==> src/rtl/uart_rx_os.sv <==
// rtl/uart_rx_os.sv - 16x-oversampling UART receiver with majority-vote sampling; `UART_RX_PARITY_EN selects 8E1
module uart_rx_os #(
    parameter int SYS_CLOCK = 50_000_000,
    parameter int BAUDRATE  = 115200,
    parameter int OS_DIV    = SYS_CLOCK / (BAUDRATE * 16)
) (
    input  logic       clk,
    input  logic       rst_n,
    input  logic       uart_rx,
    output logic [7:0] rx_data,
    output logic       rx_vld,
    output logic       frame_err,
    output logic       parity_err,
    output logic       rx_busy
);

    localparam int TW = (OS_DIV > 1) ? $clog2(OS_DIV) : 1;

`ifdef UART_RX_PARITY_EN
    typedef enum logic [2:0] {S_IDLE, S_START, S_DATA, S_PARITY, S_STOP} state_t;
`else
    typedef enum logic [2:0] {S_IDLE, S_START, S_DATA, S_STOP} state_t;
`endif

    state_t          state, state_nxt;
    logic            rx_s1, rx_s2, rx_prev;
    logic            fall;
    logic [TW-1:0]   tick_cnt;
    logic            tick;
    logic [3:0]      samp_cnt;
    logic            s7, s8, maj;
    logic            decide, bit_end;
    logic [2:0]      bit_cnt;
    logic [7:0]      shift_reg;
    logic            good_d, ferr_d, perr_d;

    // Synchroniser and edge history idle high so reset release never looks like a start edge
    always_ff @(posedge clk or negedge rst_n) begin
        if (!rst_n) begin
            rx_s1   <= 1'b1;
            rx_s2   <= 1'b1;
            rx_prev <= 1'b1;
        end else begin
            rx_s1   <= uart_rx;
            rx_s2   <= rx_s1;
            rx_prev <= rx_s2;
        end
    end

    assign fall    = rx_prev & ~rx_s2;
    assign tick    = (tick_cnt == TW'(OS_DIV - 1));
    assign decide  = tick && (samp_cnt == 4'd9);
    assign bit_end = tick && (samp_cnt == 4'd15);
    assign maj     = (s7 & s8) | (s7 & rx_s2) | (s8 & rx_s2);

    always_ff @(posedge clk or negedge rst_n) begin
        if (!rst_n) begin
            tick_cnt <= '0;
            samp_cnt <= 4'd0;
            s7       <= 1'b1;
            s8       <= 1'b1;
            bit_cnt  <= 3'd0;
        end else if (state == S_IDLE) begin
            tick_cnt <= '0;
            samp_cnt <= 4'd0;
            bit_cnt  <= 3'd0;
        end else begin
            tick_cnt <= tick ? '0 : tick_cnt + 1'b1;
            if (tick) begin
                samp_cnt <= samp_cnt + 4'd1;
                if (samp_cnt == 4'd7) s7 <= rx_s2;
                if (samp_cnt == 4'd8) s8 <= rx_s2;
            end
            if (state == S_DATA && bit_end) bit_cnt <= bit_cnt + 3'd1;
        end
    end

    always_ff @(posedge clk or negedge rst_n) begin
        if (!rst_n) begin
            shift_reg <= 8'h00;
        end else if (state == S_DATA && decide) begin
            shift_reg <= {maj, shift_reg[7:1]};
        end
    end

`ifdef UART_RX_PARITY_EN
    logic par_bit;
    always_ff @(posedge clk or negedge rst_n) begin
        if (!rst_n) begin
            par_bit <= 1'b0;
        end else if (state == S_PARITY && decide) begin
            par_bit <= maj;
        end
    end
`endif

    always_ff @(posedge clk or negedge rst_n) begin
        if (!rst_n) state <= S_IDLE;
        else        state <= state_nxt;
    end

    always_comb begin
        state_nxt = state;
        case (state)
            S_IDLE:   if (fall) state_nxt = S_START;
            S_START: begin
                if (decide && maj) state_nxt = S_IDLE;
                else if (bit_end)  state_nxt = S_DATA;
            end
`ifdef UART_RX_PARITY_EN
            S_DATA:   if (bit_end && bit_cnt == 3'd7) state_nxt = S_PARITY;
            S_PARITY: if (bit_end) state_nxt = S_STOP;
`else
            S_DATA:   if (bit_end && bit_cnt == 3'd7) state_nxt = S_STOP;
`endif
            S_STOP:   if (decide) state_nxt = S_IDLE;
            default:  state_nxt = S_IDLE;
        endcase
    end

    // Stop decision drives registered pulses; a parity mismatch suppresses the good-byte pulse
    always_comb begin
        rx_busy = (state != S_IDLE);
        perr_d  = 1'b0;
`ifdef UART_RX_PARITY_EN
        perr_d  = (state == S_STOP) && decide && (^{shift_reg, par_bit});
`endif
        ferr_d  = (state == S_STOP) && decide && !maj;
        good_d  = (state == S_STOP) && decide && maj && !perr_d;
    end

    always_ff @(posedge clk or negedge rst_n) begin
        if (!rst_n) begin
            rx_data   <= 8'h00;
            rx_vld    <= 1'b0;
            frame_err <= 1'b0;
        end else begin
            rx_vld    <= good_d;
            frame_err <= ferr_d;
            if (good_d) rx_data <= shift_reg;
        end
    end

`ifdef UART_RX_PARITY_EN
    always_ff @(posedge clk or negedge rst_n) begin
        if (!rst_n) parity_err <= 1'b0;
        else        parity_err <= perr_d;
    end
`else
    assign parity_err = 1'b0;
`endif

endmodule

==> config.mk <==
export PLATFORM = sky130hd
export DESIGN_NAME = uart_rx_os
export DESIGN_NICKNAME = d
export VERILOG_FILES = /design/src/rtl/uart_rx_os.sv
export SDC_FILE = /design/constraint.sdc
export NUM_CORES = 1
export LEC_CHECK = 0
export BUFFER_PORTS_ARGS = -buffer_cell sky130_fd_sc_hd__buf_2
export CAP_MARGIN = 20
export CELL_PAD_IN_SITES_DETAIL_PLACEMENT = 2
export CELL_PAD_IN_SITES_GLOBAL_PLACEMENT = 2
export CORE_ASPECT_RATIO = 0.75
export CORE_UTILIZATION = 40
export DETAILED_ROUTE_END_ITERATION = 6
export PLACE_DENSITY_LB_ADDON = 0.1
export SKIP_LAST_GASP = 1
export SYNTH_ARGS = -nofsm -noshare
export SYNTH_HDL_FRONTEND = slang
export SYNTH_SLANG_ARGS = --single-unit
==> constraint.sdc <==
create_clock -name clk -period 2.2 [get_ports clk]
set_input_delay 0.44 -clock clk [delete_from_list [all_inputs] [get_ports clk]]
set_output_delay 0.44 -clock clk [all_outputs]
set_load 0.01 [all_outputs]
After elaboration in Yosys (flattened, before gate mapping). Index checks and enable logic that the tools add are counted.

Word-level logic and storage cells: 66. Output and inout bits: 12. Bits of input ports: 3. Register bits after elaboration: 38.

Reductions and logical operators: 17. Bitwise gates (word level): 8. $add $sub $neg: 3. Multiplexer cells: 12. Eq/ne operators: 13.

Operator list (count): $mux W3 (7); $eq A4 B4 Y1 const B (3); $pmux W3 S4 (1); $mux W5 (2); $logic_and A1 B1 Y1 (9); $mux W4 (2); $eq A3 B2 Y1 const B (2); $reduce_and A3 Y1 (2); $add A5 B1 Y5 const B (1); $eq A5 B5 Y1 const B (1); $add A4 B1 Y4 const B (1); $and A1 B1 Y1 (4); $eq A4 B3 Y1 const B (1); $ne A2 B2 Y1 const B (2); $reduce_and A4 Y1 (1); $reduce_bool A2 Y1 (2); $add A3 B1 Y3 const B (1); $eq A3 B1 Y1 const B (1); $eq A3 B3 Y1 const B (1); $logic_not A3 Y1 (1); $ne A3 B3 Y1 const B (1); $reduce_bool A3 Y1 (1); $ne A2 B1 Y1 const B (1); $not A1 Y1 (2); other kinds (2) (3).

Depth between registers and ports, before layout.
Word-level depth: 6. Depth in mapped cells: 7. Gate-level depth less buffers: 6.

Worst setup path before layout. OpenSTA, ideal clock, no wires.

Path kind: register to register. Start: reg tick_cnt[0]. End: reg rx_data[0]. Slack: 539 ps. Clock period less this slack: 1661 ps. Path buffers: 0. Arrival time: 1536 ps. Cell stages (with the launch flop): 7. Setup time: 125 ps. Required time: 2075 ps. Path through: dfrtp_1 inv_1 ha_1 and4b_1 nand3_2 nor3_4 mux2_2.

Word-level cells in the longest chain between the ends: 4.

RTL lines: from (decl) (RTL line 28) `logic [TW-1:0] tick_cnt;`; from (signal assigned) (RTL line 68) `tick_cnt <= tick ? '0 : tick_cnt + 1'b1;`; $eq A5 B5 Y1 (RTL line 51) `assign tick = (tick_cnt == TW'(OS_DIV - 1));`; $logic_and A1 B1 Y1 (RTL line 52) `assign decide = tick && (samp_cnt == 4'd9);`; $logic_and A1 B1 Y1 (2 in series) (RTL line 129) `good_d = (state == S_STOP) && decide && maj && !perr_d;`; to (signal assigned) (RTL line 140) `if (good_d) rx_data <= shift_reg;`; to (decl) (RTL line 10) `output logic [7:0] rx_data,`.

No other way between the ends. A chain may end at the register's enable or synchronous reset.

Worst setup path after layout.
Start: reg tick_cnt[0]. End: reg rx_data[7].

The elaborated chain is that of the path after synthesis.

==> run summary <==
Initial DRC Count - 37
met1 GRT Util - 26.5%
worst-skew pair later-pin latency - 0.29 ns
Post-CTS Setup Bufs - 0
Final Wtd Congestion - 0.775
Clk pin slew, worst setup/hold paths - 0.07 ns
Power, Total - 1410 µW
Post-DRT Antenna Nets - 0
share of cells above drive strength 1 - 34.9%
maximum clock path buffer count - 2
count of cell types in the netlist - 36
routed wire length - 3460 µm
PwrDens - 749 nW/µm²
Static Leak - 0.000957 µW
syn_nets - 143
TritonCTS clock tree - built
Final Hold Viols - 0
synth top area cells - dfrtp_1 (48%), mux2_2 (11%), dfstp_2 (7.8%)
clock sinks - 37
Non-Filler Instances - 204
vias in the first global route - 1182
Final Slew Violations - 0
register area share after synthesis - 55.6%
M2 GR Usage - 27.7%
I/O Buffers - 13
hpwl dp - 2450 µm
Vias/cell - 5.18
global-route wire length before repair - 6180 µm
CP required - 2.37 ns
IO Pins - 15
most used flip-flop cell after synthesis - dfrtp_1
Logic pwr share - 11.0%
Clock power frac - 32.9%
status - complete, no violations
Post-CTS Resized - 0
synthesis-to-layout area growth - 12.1%
drc violations - 0
starting density of the core - 43.8%
Root Buffer - clkbuf_8
area leader, netlist - dfrtp_1
post-synth top area share - 47.8%
Cells after DPL - 196
fmax - 536 MHz
ant diodes - 0
Crit Path Class - flop to flop
Worst Path Buf+Inv - 1
Yosys warning count - 0
CTS buffer count - 5
# setup viols final - 0
Die ar. - 4450 µm²
Nets - 161
worst setup margin - 0.334 ns
Rel. slew slack - 46.3%
Int Pwr - 1020 µW
mapped cell area - 1680 µm²
Placement Setup Slack - 0.319 ns
fin crit share - 84.8%
GR Overflow Total - 0
initial antenna violation count - 0
cell breakdown of the critical path - inv_1, ha_1, and4b_1, nand3_2, nor3_4, mux2_2
Sw Pwr - 389 µW
asr flop ratio synth - 100%
critical path's slowest cell - dfrtp_1
Worst Clk Skew - 0.00831 ns
unrepaired setup endpoints after global routing - false
via count - 1057
synthesized area per cell - 12.6 µm²
slowest stage delay, CP - 0.41 ns
met3 Use GR - 5.35%
GRT Util Overall - 18.6%
Switching Share - 27.6%
Worst EP arrival - 2.03 ns
min Tclk post-route - 1.87 ns
Cells after Synth - 133
Worst setup EP type - flop
Post-synth EDFFs - 0
pin count of the biggest net entering global routing - 38
Worst setup SP type - flop
Die Y - 58.0 µm
drt pass-1 iters - 4
busiest grt layer - met2
Peak VDD IR - 0.000408 V
CP top delay family - simple AND/OR/NAND/NOR gates
wire per inst - 16.9 µm
core area - 3830 µm²
Crit Path Max Fanout - 8
Synth Register Bits - 37
Worst Tran Pin Value - 0.805 ns
TNS Setup - 0 ns
Die X - 76.7 µm
share of power burned in registers - 56.1%
Hold Buf Count CTS - 0
max_cap viols - 0
Worst Hold Class - input port to async pin
H-tree depth - 2
Filler Cells Inserted - 374
# rows - 19
-- cells in the mapped netlist, types with 2 or more instances --
master and number:
xor2_1 4, inv_1 6, ha_1 7, o211ai_1 4, nand3_1 6, mux2_2 16, dfrtp_1 32, nor2_1 15
xnor2_1 2, nand2_1 8, buf_2 2, nand4_1 2, dfstp_2 5, a21oi_1 2
-- worst paths after layout --
path | from | end | slack, ns | cells after the start
min in group clk | uart_rx | rx_s1 | 0.26 | 1
worst min-delay path | rst_n | tick_cnt[2] | 0.23 | 1
worst max register to register | tick_cnt[0] | rx_data[7] | 0.33 | 6
worst min register to register | rx_s1 | rx_s2 | 0.36 | 0
worst max-delay path | tick_cnt[0] | rx_data[7] | 0.33 | 6
max in group asynchronous | rst_n | rx_data[3] | 1.45 | 1
-- layout make-up --
| cell class | instances | area (µm²) | share of cell area (%) |
|---|---|---|---|
| Sequential cell | 37 | 932 | 49.6 |
| Multi-Input combinational cell | 86 | 692 | 36.8 |
| Timing Repair Buffer | 15 | 80.1 | 4.26 |
| Clock buffer | 5 | 68.8 | 3.66 |
| Tap cell | 52 | 65.1 | 3.46 |
| Inverter | 6 | 22.5 | 1.20 |
| Clock inverter | 3 | 17.5 | 0.933 |
-- cell families (layout without fill, tap and decap cells) --
family,Yosys count,after routing,synth area share [%]
simple gates,43,43,15.6
fa+ha+maj,8,8,5.83
xor+xnor,6,6,3.14
mux,17,17,11.4
flops,37,37,55.6
other cells,1,1,0.224
buf+inv,10,29,3.06
compound gates,11,11,5.08
-- metal layers --
metal,vias up,part of all wire (%)
met3,2,3.0
met4,0,0.55
met1,546,52
met5,-,0
li1,492,-
met2,17,45
-- stage by stage --
| step | utilization [%] | hold slack (ns) | instance area, µm² |
|---|---|---|---|
| after floorplan | - | 0.144 | 1680 |
| after global placement | 46.8 | 0.347 | 1790 |
| after detailed placement | 46.8 | 0.353 | 1790 |
| after CTS | 49.1 | 0.250 | 1880 |
| after global routing | 49.1 | 0.238 | 1880 |
| final | 49.1 | 0.235 | 1880 |
-- power by group through the flow --
| stage | clock network (µW) | logic [µW] | registers, µW |
|---|---|---|---|
| floorplan | 0 | 115 | 780 |
| global placement | 0 | 146 | 796 |
| detailed placement | 0 | 161 | 800 |
| CTS | 477 | 160 | 789 |
| global route | 511 | 187 | 799 |
| finish | 464 | 155 | 789 |
-- layout by cell type, fill, tap and decap left out, drive strengths merged, types with 2 or more instances in the layout --
cell	instances
ha	7
inv	6
and2b	2
dfstp	5
nand4	4
buf	15
clkbuf	5
dfrtp	32
clkinv	2
nor2	15
a21oi	2
xnor2	2
or2	2
o211ai	4
mux2	17
xor2	4
nand3	7
nand2	9
(Power assumes the default switching activity.)
